$ cat src/rtl/kcpsm3_io_pkg.sv
// Shared definitions for KCPSM3 port-bus peripherals: register offsets,
// interrupt controller state encoding and VECT register layout.
package kcpsm3_io_pkg;

  localparam logic [1:0] REG_PEND = 2'd0;
  localparam logic [1:0] REG_MASK = 2'd1;
  localparam logic [1:0] REG_VECT = 2'd2;
  localparam logic [1:0] REG_EOI  = 2'd3;

  typedef enum logic [1:0] {
    ST_IDLE    = 2'd0,
    ST_ASSERT  = 2'd1,
    ST_SERVICE = 2'd2
  } state_e;

  localparam int unsigned VECT_ACTIVE_BIT = 7;
  localparam int unsigned VECT_ID_MSB     = 2;
  localparam int unsigned VECT_ID_LSB     = 0;

  function automatic logic [7:0] vect_pack(input logic active, input logic [2:0] id);
    logic [7:0] v;
    v = '0;
    v[VECT_ACTIVE_BIT] = active;
    v[VECT_ID_MSB:VECT_ID_LSB] = id;
    return v;
  endfunction

endpackage

$ cat src/rtl/kcpsm3_int_ctrl_rr_arb8.sv
// Combinational 8-way round-robin arbiter: search starts at ptr and wraps
// 7->0; the first requesting index found is granted.
module rr_arb8 (
  input  logic [7:0] req,
  input  logic [2:0] ptr,
  output logic [2:0] gnt_id,
  output logic       gnt_valid
);

  logic [2:0] idx;

  always_comb begin
    gnt_id    = '0;
    gnt_valid = 1'b0;
    idx       = '0;
    for (int unsigned i = 0; i < 8; i++) begin
      idx = ptr + 3'(i);
      if (!gnt_valid && req[idx]) begin
        gnt_valid = 1'b1;
        gnt_id    = idx;
      end
    end
  end

endmodule

$ cat src/rtl/kcpsm3_int_ctrl.sv
// Eight-source edge-triggered interrupt controller for the KCPSM3 port bus:
// edge capture, PEND/MASK registers, round-robin grant, ack/EOI handshake.
module kcpsm3_int_ctrl
  import kcpsm3_io_pkg::*;
#(
  parameter logic [7:0] BASE_ADDR = 8'h40
) (
  input  logic       clk,
  input  logic       reset,
  input  logic [7:0] irq_in,
  input  logic [7:0] port_id,
  input  logic       write_strobe,
  input  logic       read_strobe,
  input  logic [7:0] out_port,
  output logic [7:0] in_port,
  output logic       interrupt,
  input  logic       interrupt_ack
);

  state_e     state_q, state_d;
  logic [7:0] irq_prev_q;
  logic [7:0] pend_q, pend_d;
  logic [7:0] mask_q, mask_d;
  logic [2:0] rr_ptr_q, rr_ptr_d;
  logic [2:0] id_q, id_d;
  logic       active_q, active_d;
  logic       interrupt_q;
  logic [7:0] in_port_q, in_port_d;

  logic       win_hit, wr_hit, eoi_wr;
  logic [1:0] reg_off;
  logic [7:0] set, w1c, ackclr, cand, rdata;
  logic [2:0] gnt_id;
  logic       gnt_valid;

  assign win_hit = (port_id[7:2] == BASE_ADDR[7:2]);
  assign reg_off = port_id[1:0];
  assign wr_hit  = write_strobe && win_hit;
  assign eoi_wr  = wr_hit && (reg_off == REG_EOI);
  assign w1c     = (wr_hit && (reg_off == REG_PEND)) ? out_port : '0;
  assign set     = irq_in & ~irq_prev_q;
  assign cand    = pend_q & mask_q;

  rr_arb8 u_arb (
    .req       (cand),
    .ptr       (rr_ptr_q),
    .gnt_id    (gnt_id),
    .gnt_valid (gnt_valid)
  );

  always_comb begin
    state_d  = state_q;
    id_d     = id_q;
    rr_ptr_d = rr_ptr_q;
    active_d = active_q;
    ackclr   = '0;
    unique case (state_q)
      ST_IDLE: begin
        if (gnt_valid) begin
          id_d     = gnt_id;
          rr_ptr_d = gnt_id + 3'd1;
          state_d  = ST_ASSERT;
        end
      end
      ST_ASSERT: begin
        // Only the ack leaves ASSERT; masking or W1C cannot withdraw it.
        if (interrupt_ack) begin
          ackclr[id_q] = 1'b1;
          active_d     = 1'b1;
          state_d      = ST_SERVICE;
        end
      end
      ST_SERVICE: begin
        if (eoi_wr) begin
          active_d = 1'b0;
          state_d  = ST_IDLE;
        end
      end
      default: state_d = ST_IDLE;
    endcase
  end

  always_comb begin
    // New edges win over same-cycle clears so no event is lost.
    pend_d = (pend_q & ~w1c & ~ackclr) | set;
    mask_d = (wr_hit && (reg_off == REG_MASK)) ? out_port : mask_q;
    unique case (reg_off)
      REG_PEND: rdata = pend_q;
      REG_MASK: rdata = mask_q;
      REG_VECT: rdata = vect_pack(active_q, id_q);
      default:  rdata = '0;
    endcase
    // Data is captured in the first INPUT cycle and frozen while the strobe is high.
    if (!win_hit)         in_port_d = '0;
    else if (read_strobe) in_port_d = in_port_q;
    else                  in_port_d = rdata;
  end

  always_ff @(posedge clk) begin
    if (reset) begin
      state_q     <= ST_IDLE;
      irq_prev_q  <= '0;
      pend_q      <= '0;
      mask_q      <= '0;
      rr_ptr_q    <= '0;
      id_q        <= '0;
      active_q    <= 1'b0;
      interrupt_q <= 1'b0;
      in_port_q   <= '0;
    end else begin
      state_q     <= state_d;
      irq_prev_q  <= irq_in;
      pend_q      <= pend_d;
      mask_q      <= mask_d;
      rr_ptr_q    <= rr_ptr_d;
      id_q        <= id_d;
      active_q    <= active_d;
      interrupt_q <= (state_d == ST_ASSERT);
      in_port_q   <= in_port_d;
    end
  end

  assign interrupt = interrupt_q;
  assign in_port   = in_port_q;

endmodule
$ cat config.mk
export PLATFORM = sky130hd
export DESIGN_NAME = kcpsm3_int_ctrl
export DESIGN_NICKNAME = d
export VERILOG_FILES = /design/src/rtl/kcpsm3_io_pkg.sv /design/src/rtl/kcpsm3_int_ctrl_rr_arb8.sv /design/src/rtl/kcpsm3_int_ctrl.sv
export SDC_FILE = /design/constraint.sdc
export NUM_CORES = 1
export LEC_CHECK = 0
export BUFFER_PORTS_ARGS = -buffer_cell sky130_fd_sc_hd__buf_2
export CORE_MARGIN = 4
export CORE_UTILIZATION = 58
export DETAILED_ROUTE_END_ITERATION = 10
export HOLD_SLACK_MARGIN = 0.02
export PLACE_DENSITY = 0.78
export SETUP_SLACK_MARGIN = 0.02
export SKIP_LAST_GASP = 1
export SLEW_MARGIN = 40
export SYNTH_ARGS = -nofsm -noshare
export SYNTH_HDL_FRONTEND = slang
export SYNTH_SLANG_ARGS = --single-unit
$ cat constraint.sdc
create_clock -name clk -period 4 [get_ports clk]
set_input_delay 1.2 -clock clk [delete_from_list [all_inputs] [get_ports clk]]
set_output_delay 1.2 -clock clk [all_outputs]
set_load 0.03 [all_outputs]
==> run metrics, run 1 <==
fraction of layout cells with a size suffix above 1=between 20% and 30%; Max VDD drop=about 0.23 mV; Arr. time, crit path=3.67 ns; first-pass GRT wire length=12,300 µm; hold crit path type=reg -> reg; synth warn=0; WL final=7410 µm; highest metal layer with signal wires=met4; timing-limited maximum frequency=0.286 GHz; # DRC=0; number of port buffers=37; drt wl/cell=17.9 µm; HPWL after detailed placement=about 5600 µm; area grow syn2layout=11.5%; RSZ-0062 raised after global routing=no; ys flop type=dfxtp_1; diode count=0; family with the most delay on the worst path=adder cells; Least-Margin Pin Slew=0.675 ns; cts repair resizes=0; FP Rows=24; Leakage=1.32 nW; Mean Syn Cell Area=8.36 µm²; status=completed; deepest clock path buffer count=2; Slew Limit Fails=0; WP buf/inv=2; number of CTS-inserted buffers=5; Reg-to-Reg Start=rr_ptr_q[1]; # fillers=382; gr ovfl total=0; met1 wire length=3150 µm; wire length on met2=3480 µm; MaxCap Viol Count=0; post-CTS setup buffer count=0; core box area=4440 µm²; P per Cell Area=259 nW/µm²; die area=5870 µm²; Die W=76.6 µm; Sw Pwr=0.203 mW; Logic pwr share=under 10%; drt first-iter violations=309; Slew headroom=54.5%; Via Count=2,666; Hold Crit Depth=2; critical path fanouts, max=12; post-cts hold buffer count=0; count of cell types in the netlist=between 50 and 60; Final Cycle Share=87.4%; Yosys reg bits=42; cell area after synthesis=2730 µm²; Seq pwr share=between 50% and 60%; Final #Nets=slightly below 400; slowest CP cell=ha_1; Post-synth EDFFs=0; largest net degree at the start of global routing=37; CP dominant cell by count=ha_1; Syn Inst Count=327; Worst Skew=0.00991 ns; setup_tns=0 ns; Clock transition at path regs=around 0.08 ns; Post-Syn Nets=359; Die H=around 77 µm; asr flop ratio synth=0%; CP Data Required Time=around 4.2 ns; Power Internal=0.586 mW; Sw Share=between 20% and 30%; final RePlAce weighted congestion=0.988; R2R setup slack=around 0.50 ns; CP Class=reg -> reg; Clk Latency, worst-skew pair=0.31 ns; clock share of power=35.5%; Power Total=0.788 mW; worst r2r dst=rr_ptr_q[1]; H-tree depth=2; HP Start=irq_prev_q[2]; DRT Pass-1 Iters=6; Reg2Reg Depth=12; Overall Global Routing Usage=25.9%; met3 WL post-DR=around 610 µm; Final setup viols=0; Critical Path Max Stage Delay=0.62 ns; initial antenna violation count=0; CTS sink count=42; Min Clock Period, post-route=3.50 ns; Detail Route Antenna Nets=0; initial core utilization=61.5%; Ports=38; Hold EP=pend_q[2]; crit-path cells=clkinv_1 > ha_1 > buf_4 > mux4_2 > o2111a_1 > and2_1 > a222oi_1 > a21oi_1 > or2_1 > ha_1 > mux2i_1 > nor2_1; Hold Vio Cnt, Final=0; Seq/Total Area, Yosys=30.8%; Root Driver=clkbuf_8; Worst Setup End Kind=flip-flop; element type at the critical path start=flip-flop; number of global-route vias before repair=about 2,500; vias per inst=around 6.4; CTS tree=done
registers in the layout (all words and copies together) (netlist names):
register    count
active_q        1
id_q            3
in_port         8
interrupt       1
irq_prev_q      8
mask_q          8
pend_q          8
rr_ptr_q        3
state_q         2
layer usage:
metal | vias up | track usage [%]
met5 | - | 0
met2 | 128 | 41.6
met1 | 1245 | 34.7
met3 | 21 | 4.61
li1 | 1272 | -
met4 | 0 | 9.60
through the flow:
stage	utilization [%]	area, µm²	cells	hold WS [ns]	worst slack, ns
6_report	68.6	3050	414	0.457	0.504
5_1_grt	68.6	3050	414	0.480	0.300
4_1_cts	68.6	3050	414	0.460	0.538
3_5_place_dp	66.6	2960	406	0.441	0.557
3_3_place_gp	66.6	2960	406	0.434	0.641
2_1_floorplan	-	2730	327	0.429	0.685
Yosys cell counts, types with 2 or more instances:
cell type	count	area, µm²
and2_1	5	31.3
o2111a_1	2	22.5
buf_1	2	7.51
a32o_1	2	20.0
a21oi_1	24	120
o22a_1	2	17.5
o221ai_1	4	35.0
mux4_2	7	158
nor3_1	3	15.0
clkbuf_1	10	37.5
o21a_1	4	30.0
o31a_1	2	17.5
buf_2	3	15.0
o211a_1	2	20.0
clkinv_1	2	7.51
mux2_2	6	67.6
a21o_1	7	52.6
nand2_1	23	86.3
mux2i_1	18	180
nand4b_1	2	17.5
nand4_1	3	18.8
nand2b_1	4	25.0
a2bb2oi_1	3	26.3
inv_1	14	52.6
ha_1	3	37.5
a221oi_1	2	17.5
dfxtp_1	42	841
nand3_1	13	65.1
o211ai_1	4	30.0
nand3b_1	6	45.0
xor2_1	2	17.5
a32oi_1	3	26.3
o21ai_0	10	50.1
xnor2_1	2	17.5
a21boi_0	4	30.0
nor2b_1	13	81.3
a22oi_1	4	30.0
o31ai_1	3	22.5
nor2_1	40	150
a31oi_1	3	18.8
how the worst max path moves through the flow:
| stage | from | to | slack, ns | cells past startpoint |
|---|---|---|---|---|
| after floorplan | rr_ptr_q[1] | rr_ptr_q[2] | 0.69 | 15 |
| after global placement | rr_ptr_q[1] | rr_ptr_q[1] | 0.64 | 12 |
| after detailed placement | rr_ptr_q[1] | rr_ptr_q[1] | 0.56 | 12 |
| after CTS | rr_ptr_q[1] | rr_ptr_q[1] | 0.54 | 12 |
| after global routing | rr_ptr_q[1] | rr_ptr_q[1] | 0.30 | 12 |
| final | rr_ptr_q[1] | rr_ptr_q[1] | 0.50 | 12 |
power by group through the flow:
| stage | combinational [mW] | sequential (mW) | clock [mW] |
|---|---|---|---|
| final | 0.0642 | 0.444 | 0.280 |
| after global placement | 0.0620 | 0.453 | 0 |
| after floorplan | 0.0405 | 0.449 | 0 |
| after global routing | 0.0719 | 0.446 | 0.300 |
| after detailed placement | 0.0635 | 0.453 | 0 |
| after CTS | 0.0644 | 0.444 | 0.281 |
logic make-up (layout without fill, tap and decap cells):
kind of cell | count (synthesis) | count (layout) | share of synthesized area (%)
fa+ha+maj | 3 | 3 | 1.37
xor+xnor | 4 | 4 | 1.28
simple gates | 120 | 120 | 22.0
flops | 42 | 42 | 30.8
buf+inv | 33 | 68 | 4.81
compound gates | 93 | 93 | 24.4
mux | 32 | 32 | 15.4
final cells by class:
class	instances	area, µm²	share of cell area [%]
clock buffer	5	68.8	2.26
clock inverter	3	18.8	0.616
inverter	17	63.8	2.09
multi-input combinational	252	1760	57.8
sequential	42	841	27.6
tap	52	65.1	2.13
timing repair buffer	43	230	7.55
cell usage in the layout (no fill, tap or decap), types with 3 or more instances in the layout:
cell type	n
a2bb2oi_1	3
buf_4	6
ha_1	3
nand4_1	3
nand3b_1	6
o21a_1	4
dfxtp_1	42
a31oi_1	3
nand2b_1	4
inv_1	14
nor2_1	40
and2_1	5
a21oi_1	24
clkbuf_8	5
mux4_2	7
a32oi_1	3
nand2_1	23
a22oi_1	4
a21o_1	7
a21boi_0	4
o31ai_1	3
nor3_1	3
buf_2	37
mux2i_1	18
o211ai_1	4
nand3_1	13
mux2_2	6
o221ai_1	4
nor2b_1	13
o21ai_0	10
worst min-delay path, stage by stage, from the launching register on:
cell,delay (ns)
dfxtp_1,0.30
inv_1,0.04
a21o_1,0.09
No activity file was read; power rests on OpenSTA's default activity.
==> run 2: changes to the inputs <==
--- a/config.mk
+++ b/config.mk
@@ -7,10 +7,11 @@
 export LEC_CHECK = 0
 export BUFFER_PORTS_ARGS = -buffer_cell sky130_fd_sc_hd__buf_2
 export CORE_MARGIN = 4
-export CORE_UTILIZATION = 58
+export CORE_UTILIZATION = 60
+export CTS_BUF_LIST = sky130_fd_sc_hd__clkbuf_4 sky130_fd_sc_hd__clkbuf_8
 export DETAILED_ROUTE_END_ITERATION = 10
 export HOLD_SLACK_MARGIN = 0.02
-export PLACE_DENSITY = 0.78
+export PLACE_DENSITY = 0.81
 export SETUP_SLACK_MARGIN = 0.02
 export SKIP_LAST_GASP = 1
 export SLEW_MARGIN = 40
==> run metrics, run 2 (synthesis results as in run 1) <==
Cells after DPL=407; Clk Latency, worst-skew pair=about 0.29 ns; WL final=7450 µm; Worst Skew=0.00991 ns; Clock transition at path regs=0.09 ns; CTS sink count=42; CP Data Required Time=about 4.2 ns; number of global-route vias before repair=approximately 2,500; largest net degree at the start of global routing=37; most common cell after layout, fill and taps aside=dfxtp_1; Die W=75.5 µm; # fillers=376; post-CTS setup buffer count=0; R2R setup slack=0.54 ns; drt first-iter violations=roughly 360; Min Clock Period, post-route=3.46 ns; Crit. Startpoint=rr_ptr_q[1]; Slew headroom=56.8%; Via Count=around 2,700; H-tree depth=2; CTS tree=done; Slew Limit Fails=0; Critical Path Max Stage Delay=between 0.6 and 0.7 ns; FP Rows=24; hold_ws=0.456 ns; cts repair resizes=0; number of port buffers=37; post-cts hold buffer count=0; # DRC=0; CP endpoint=rr_ptr_q[1]; diode count=0; Die H=75.5 µm; DRT Pass-1 Iters=5; Final Core Density=69.7%; die area=between 5000 and 6000 µm²; Hold Vio Cnt, Final=0; drt wl/cell=17.9 µm; Overall Global Routing Usage=28.0%; crit-path cells=clkinv_1 > ha_1 > buf_4 > mux4_2 > o21ai_1 > o221ai_1 > a222oi_1 > a21oi_1 > or2_1 > ha_1 > mux2i_1 > nor2_1; Reg2Reg Depth=12; critical path fanouts, max=10; Detail Route Antenna Nets=0; Arr. time, crit path=approximately 3.6 ns; deepest clock path buffer count=2; HPWL after detailed placement=5770 µm; gr ovfl total=0; status=completed; Root Driver=clkbuf_8; fraction of layout cells with a size suffix above 1=20.7%; area grow syn2layout=11.8%; Least-Margin Pin Slew=0.643 ns; initial antenna violation count=0; initial core utilization=62.3%; slowest CP cell=mux4_2; RSZ-0062 raised after global routing=no; most frequent cells in the layout=42 x dfxtp_1, 40 x nor2_1, 37 x buf_2; MaxCap Viol Count=0; element type at the critical path start=flip-flop; Leakage=1.33 nW; number of CTS-inserted buffers=5; P per Cell Area=approximately 260 nW/µm²; first-pass GRT wire length=between 10,000 and 15,000 µm; Final #Nets=between 300 and 400; hold crit path type=reg -> reg; CP dominant cell by count=ha_1; Non-Filler Instances=415; core box area=between 4000 and 5000 µm²; Max VDD drop=0.256 mV; final RePlAce weighted congestion=1.03; Worst Setup End Kind=flip-flop; Reg-to-Reg Start=rr_ptr_q[1]; Final setup viols=0; HP Start=irq_prev_q[6]; vias per inst=6.51; Final Cycle Share=86.6%; worst r2r dst=rr_ptr_q[1]; Ports=38; CP Class=reg -> reg; timing-limited maximum frequency=0.289 GHz; setup_tns=0 ns
==> run 2: cell types whose count changed in the layout (fill, tap and decap cells not counted), sizes merged <==
cell  change
buf       +1
==> run 2: worst min-delay path by stage <==
stage | depth (start not counted) | endpoint | slack, ns
6_report | 2 | pend_q[6] | 0.46
5_1_grt | 2 | pend_q[6] | 0.48
4_1_cts | 2 | pend_q[6] | 0.46
3_5_place_dp | 2 | pend_q[6] | 0.44
3_3_place_gp | 2 | pend_q[6] | 0.43
2_1_floorplan | 2 | pend_q[1] | 0.43
==> run 2: stage by stage <==
step                power, mW  setup WS [ns]  instance area, µm²
floorplan               0.490          0.685                2730
global placement        0.515          0.609                2970
detailed placement      0.517          0.570                2970
CTS                     0.785          0.553                3060
global route            0.814          0.238                3060
finish                  0.782          0.536                3060
==> run 2: per-layer routing <==
layer / up-vias / global-route usage, % / part of all wire (%)
met5: - / 0 / 0
met2: 141 / 43.3 / 46
met3: 22 / 5.41 / 7.9
met4: 0 / 9.71 / 2.7
met1: 1266 / 39.0 / 43
li1: 1272 / - / -
==> run 2: final cells by class <==
type | instances | area, µm² | area share (%)
inverters | 17 | 63.8 | 2.09
clock buffers | 5 | 68.8 | 2.25
multi-input cells | 252 | 1760 | 57.6
clock inverters | 3 | 18.8 | 0.614
flip-flops and latches | 42 | 841 | 27.5
repair buffers | 44 | 238 | 7.78
well taps | 52 | 65.1 | 2.13
==> run 2: critical path, delay by kind of cell, from the launching register on <==
| kind | cells | cell delay [ns] |
|---|---|---|
| simple gates | 2 | 0.27 |
| compound gates | 4 | 0.72 |
| mux | 2 | 0.74 |
| fa+ha+maj | 2 | 0.84 |
| buf+inv | 2 | 0.42 |
| flops | 1 | 0.35 |
==> run 2: where the power goes <==
| group | switching [mW] | internal, mW | leakage, nW |
|---|---|---|---|
| logic | 0.0327 | 0.0313 | 0.935 |
| clock network | 0.151 | 0.123 | 0.0483 |
| registers | 0.0124 | 0.432 | 0.343 |
==> run 3: changes to the inputs <==
--- a/config.mk
+++ b/config.mk
@@ -7,11 +7,11 @@
 export LEC_CHECK = 0
 export BUFFER_PORTS_ARGS = -buffer_cell sky130_fd_sc_hd__buf_2
 export CORE_MARGIN = 4
-export CORE_UTILIZATION = 60
+export CORE_UTILIZATION = 54
 export CTS_BUF_LIST = sky130_fd_sc_hd__clkbuf_4 sky130_fd_sc_hd__clkbuf_8
 export DETAILED_ROUTE_END_ITERATION = 10
 export HOLD_SLACK_MARGIN = 0.02
-export PLACE_DENSITY = 0.81
+export PLACE_DENSITY = 0.77
 export SETUP_SLACK_MARGIN = 0.02
 export SKIP_LAST_GASP = 1
 export SLEW_MARGIN = 40
==> constraint.sdc (replaced) <==
create_clock -name clk -period 2.9 [get_ports clk]
set_input_delay 0.87 -clock clk [delete_from_list [all_inputs] [get_ports clk]]
set_output_delay 0.87 -clock clk [all_outputs]
set_load 0.03 [all_outputs]
==> run metrics, run 3 (synthesis results as in run 1) <==
status=finished with violations; failing checks=setup timing; Final #Nets=425; MaxCap Viol Count=0; hold crit path type=reg -> reg; Hold Crit Depth=2; Ports=38; initial core utilization=56.7%; number of global-route vias before repair=2,579; Reg-to-Reg Start=rr_ptr_q[0]; Logic pwr share=8.8%; # DRC=0; R2R setup slack=-0.05 ns; setup ws final=-0.0534 ns; Overall Global Routing Usage=25.4%; drt wl/cell=17.3 µm; DRT Pass-1 Iters=6; Die W=approximately 79 µm; Hold EP=pend_q[6]; family with the most delay on the worst path=compound AO/OA/AOI/OAI gates; post-cts hold buffer count=0; Clock transition at path regs=0.08 ns; slowest CP cell=dfxtp_4; Final Core Density=between 70 and 80%; Arr. time, crit path=3.15 ns; area grow syn2layout=25.8%; WP buf/inv=3; element type at the critical path start=flip-flop; number of port buffers=37; Min Clock Period, post-route=2.95 ns; Seq pwr share=~56%; dpl ws=-0.0639 ns; Slew Limit Fails=0; Die H=79.1 µm; CP dominant cell by count=nand3_1; crit-path cells=clkbuf_16 > nand3_1 > a21boi_0 > o22a_1 > o2111a_1 > buf_4 > nand3_1 > or3_4 > a31oi_2 > ha_1 > inv_1 > a311o_1 > a31oi_1; final instance area=3440 µm²; Final setup viols=2; diode count=0; Worst Setup End Kind=flip-flop; fraction of layout cells with a size suffix above 1=31.2%; clock share of power=35.7%; Final Cycle Share=102%; CTS sink count=42; largest net degree at the start of global routing=37; HP Start=irq_prev_q[6]; Sw Pwr=0.265 mW; CTS tree=done; Root Driver=clkbuf_8; FP Rows=25; RSZ-0062 raised after global routing=yes; Worst Skew=0.0143 ns; Sw Share=around 24%; CP Data Required Time=between 3 and 4 ns; most frequent cells in the layout=39 x nor2_1, 38 x dfxtp_1, 37 x buf_2; drt first-iter violations=301; # fillers=397; core box area=4820 µm²; Max VDD drop=0.381 mV; H-tree depth=2; P per Cell Area=roughly 320 nW/µm²; critical path fanouts, max=10; CP Class=reg -> reg; initial antenna violation count=0; Critical Path Max Stage Delay=0.40 ns; Reg2Reg Depth=13; Hold Vio Cnt, Final=0; final RePlAce weighted congestion=0.982; worst r2r dst=rr_ptr_q[2]; die area=6260 µm²; number of CTS-inserted buffers=5; vias per inst=6.08; Detail Route Antenna Nets=0; Leakage=about 1.5 nW; deepest clock path buffer count=2; Via Count=between 2,000 and 3,000; most common cell after layout, fill and taps aside=nor2_1; WL final=7960 µm; Clk Latency, worst-skew pair=0.29 ns; timing-limited maximum frequency=around 0.34 GHz; Power Total=1.10 mW; Least-Margin Pin Slew=0.607 ns; Power Internal=0.834 mW; Slew headroom=59.2%; HPWL after detailed placement=between 6000 and 7000 µm; first-pass GRT wire length=12,800 µm; gr ovfl total=0; placed cell areas=3250 µm²
-- run 3: cell count changes in the layout (fill, tap and decap cells not counted), sizes merged --
cell / delta
clkinv: -1
buf: +30
clkbuf: +2
clkinvlp: +1
inv: -1
-- run 3: how the worst max path moves through the flow --
stage                      from          end  slack [ns]  cells past startpoint
floorplan           rr_ptr_q[1]  rr_ptr_q[1]        0.03                     13
global route        rr_ptr_q[0]  rr_ptr_q[2]       -0.24                     14
CTS                   mask_q[0]  rr_ptr_q[1]        0.03                     11
detailed placement  rr_ptr_q[0]  rr_ptr_q[2]       -0.06                     15
finish              rr_ptr_q[0]  rr_ptr_q[2]       -0.05                     13
global placement    rr_ptr_q[2]  rr_ptr_q[2]       -0.04                     12
-- run 3: stage by stage --
step | cells | hold WS [ns] | setup TNS, ns
after floorplan | 327 | 0.429 | 0
after global placement | 450 | 0.432 | -0.0377
after detailed placement | 450 | 0.445 | -0.110
after CTS | 458 | 0.464 | 0
after global routing | 461 | 0.498 | -0.435
final | 461 | 0.459 | -0.0694
-- run 3: power by group through the flow --
stage          Sequential, mW  Combinational (mW)  Clock [mW]
3_5_place_dp            0.624              0.0949           0
5_1_grt                 0.613               0.107       0.421
4_1_cts                 0.610              0.0955       0.394
2_1_floorplan           0.620              0.0562           0
6_report                0.611              0.0966       0.392
3_3_place_gp            0.623              0.0918           0
-- run 3: timing repair --
| item | CTS | global route |
|---|---|---|
| pin swaps | 0 | 4 |
| endpoints found under the setup margin | 2 | 3 |
| resized for setup | 10 | 10 |
| setup buffers | 0 | 2 |
| cloned | 0 | 1 |
-- run 3: metal layers --
| metal | wire [µm] | part of all wire, % | vias up | global-route usage (%) |
|---|---|---|---|---|
| met2 | 3780 | 48 | 126 | 39.7 |
| met5 | 0 | 0 | - | 0 |
| met4 | 82 | 1.0 | 0 | 4.12 |
| li1 | - | - | 1331 | - |
| met3 | 546 | 6.9 | 16 | 5.22 |
| met1 | 3550 | 45 | 1332 | 36.6 |
-- run 3: layout make-up --
class | count | area [µm²] | share of cell area, %
clock buffers | 6 | 82.6 | 2.40
clock inverters | 2 | 12.5 | 0.364
inverters | 17 | 73.8 | 2.15
flip-flops and latches | 42 | 848 | 24.7
multi-input cells | 252 | 1820 | 53.1
repair buffers | 75 | 513 | 14.9
well taps | 67 | 83.8 | 2.44
-- run 3: worst register-to-register path: cells and delay by family, from the launching register on --
kind / cells / cell delay, ns
compound gates: 6 / 1.41
flops: 1 / 0.40
buf+inv: 3 / 0.35
fa+ha+maj: 1 / 0.18
simple gates: 3 / 0.53
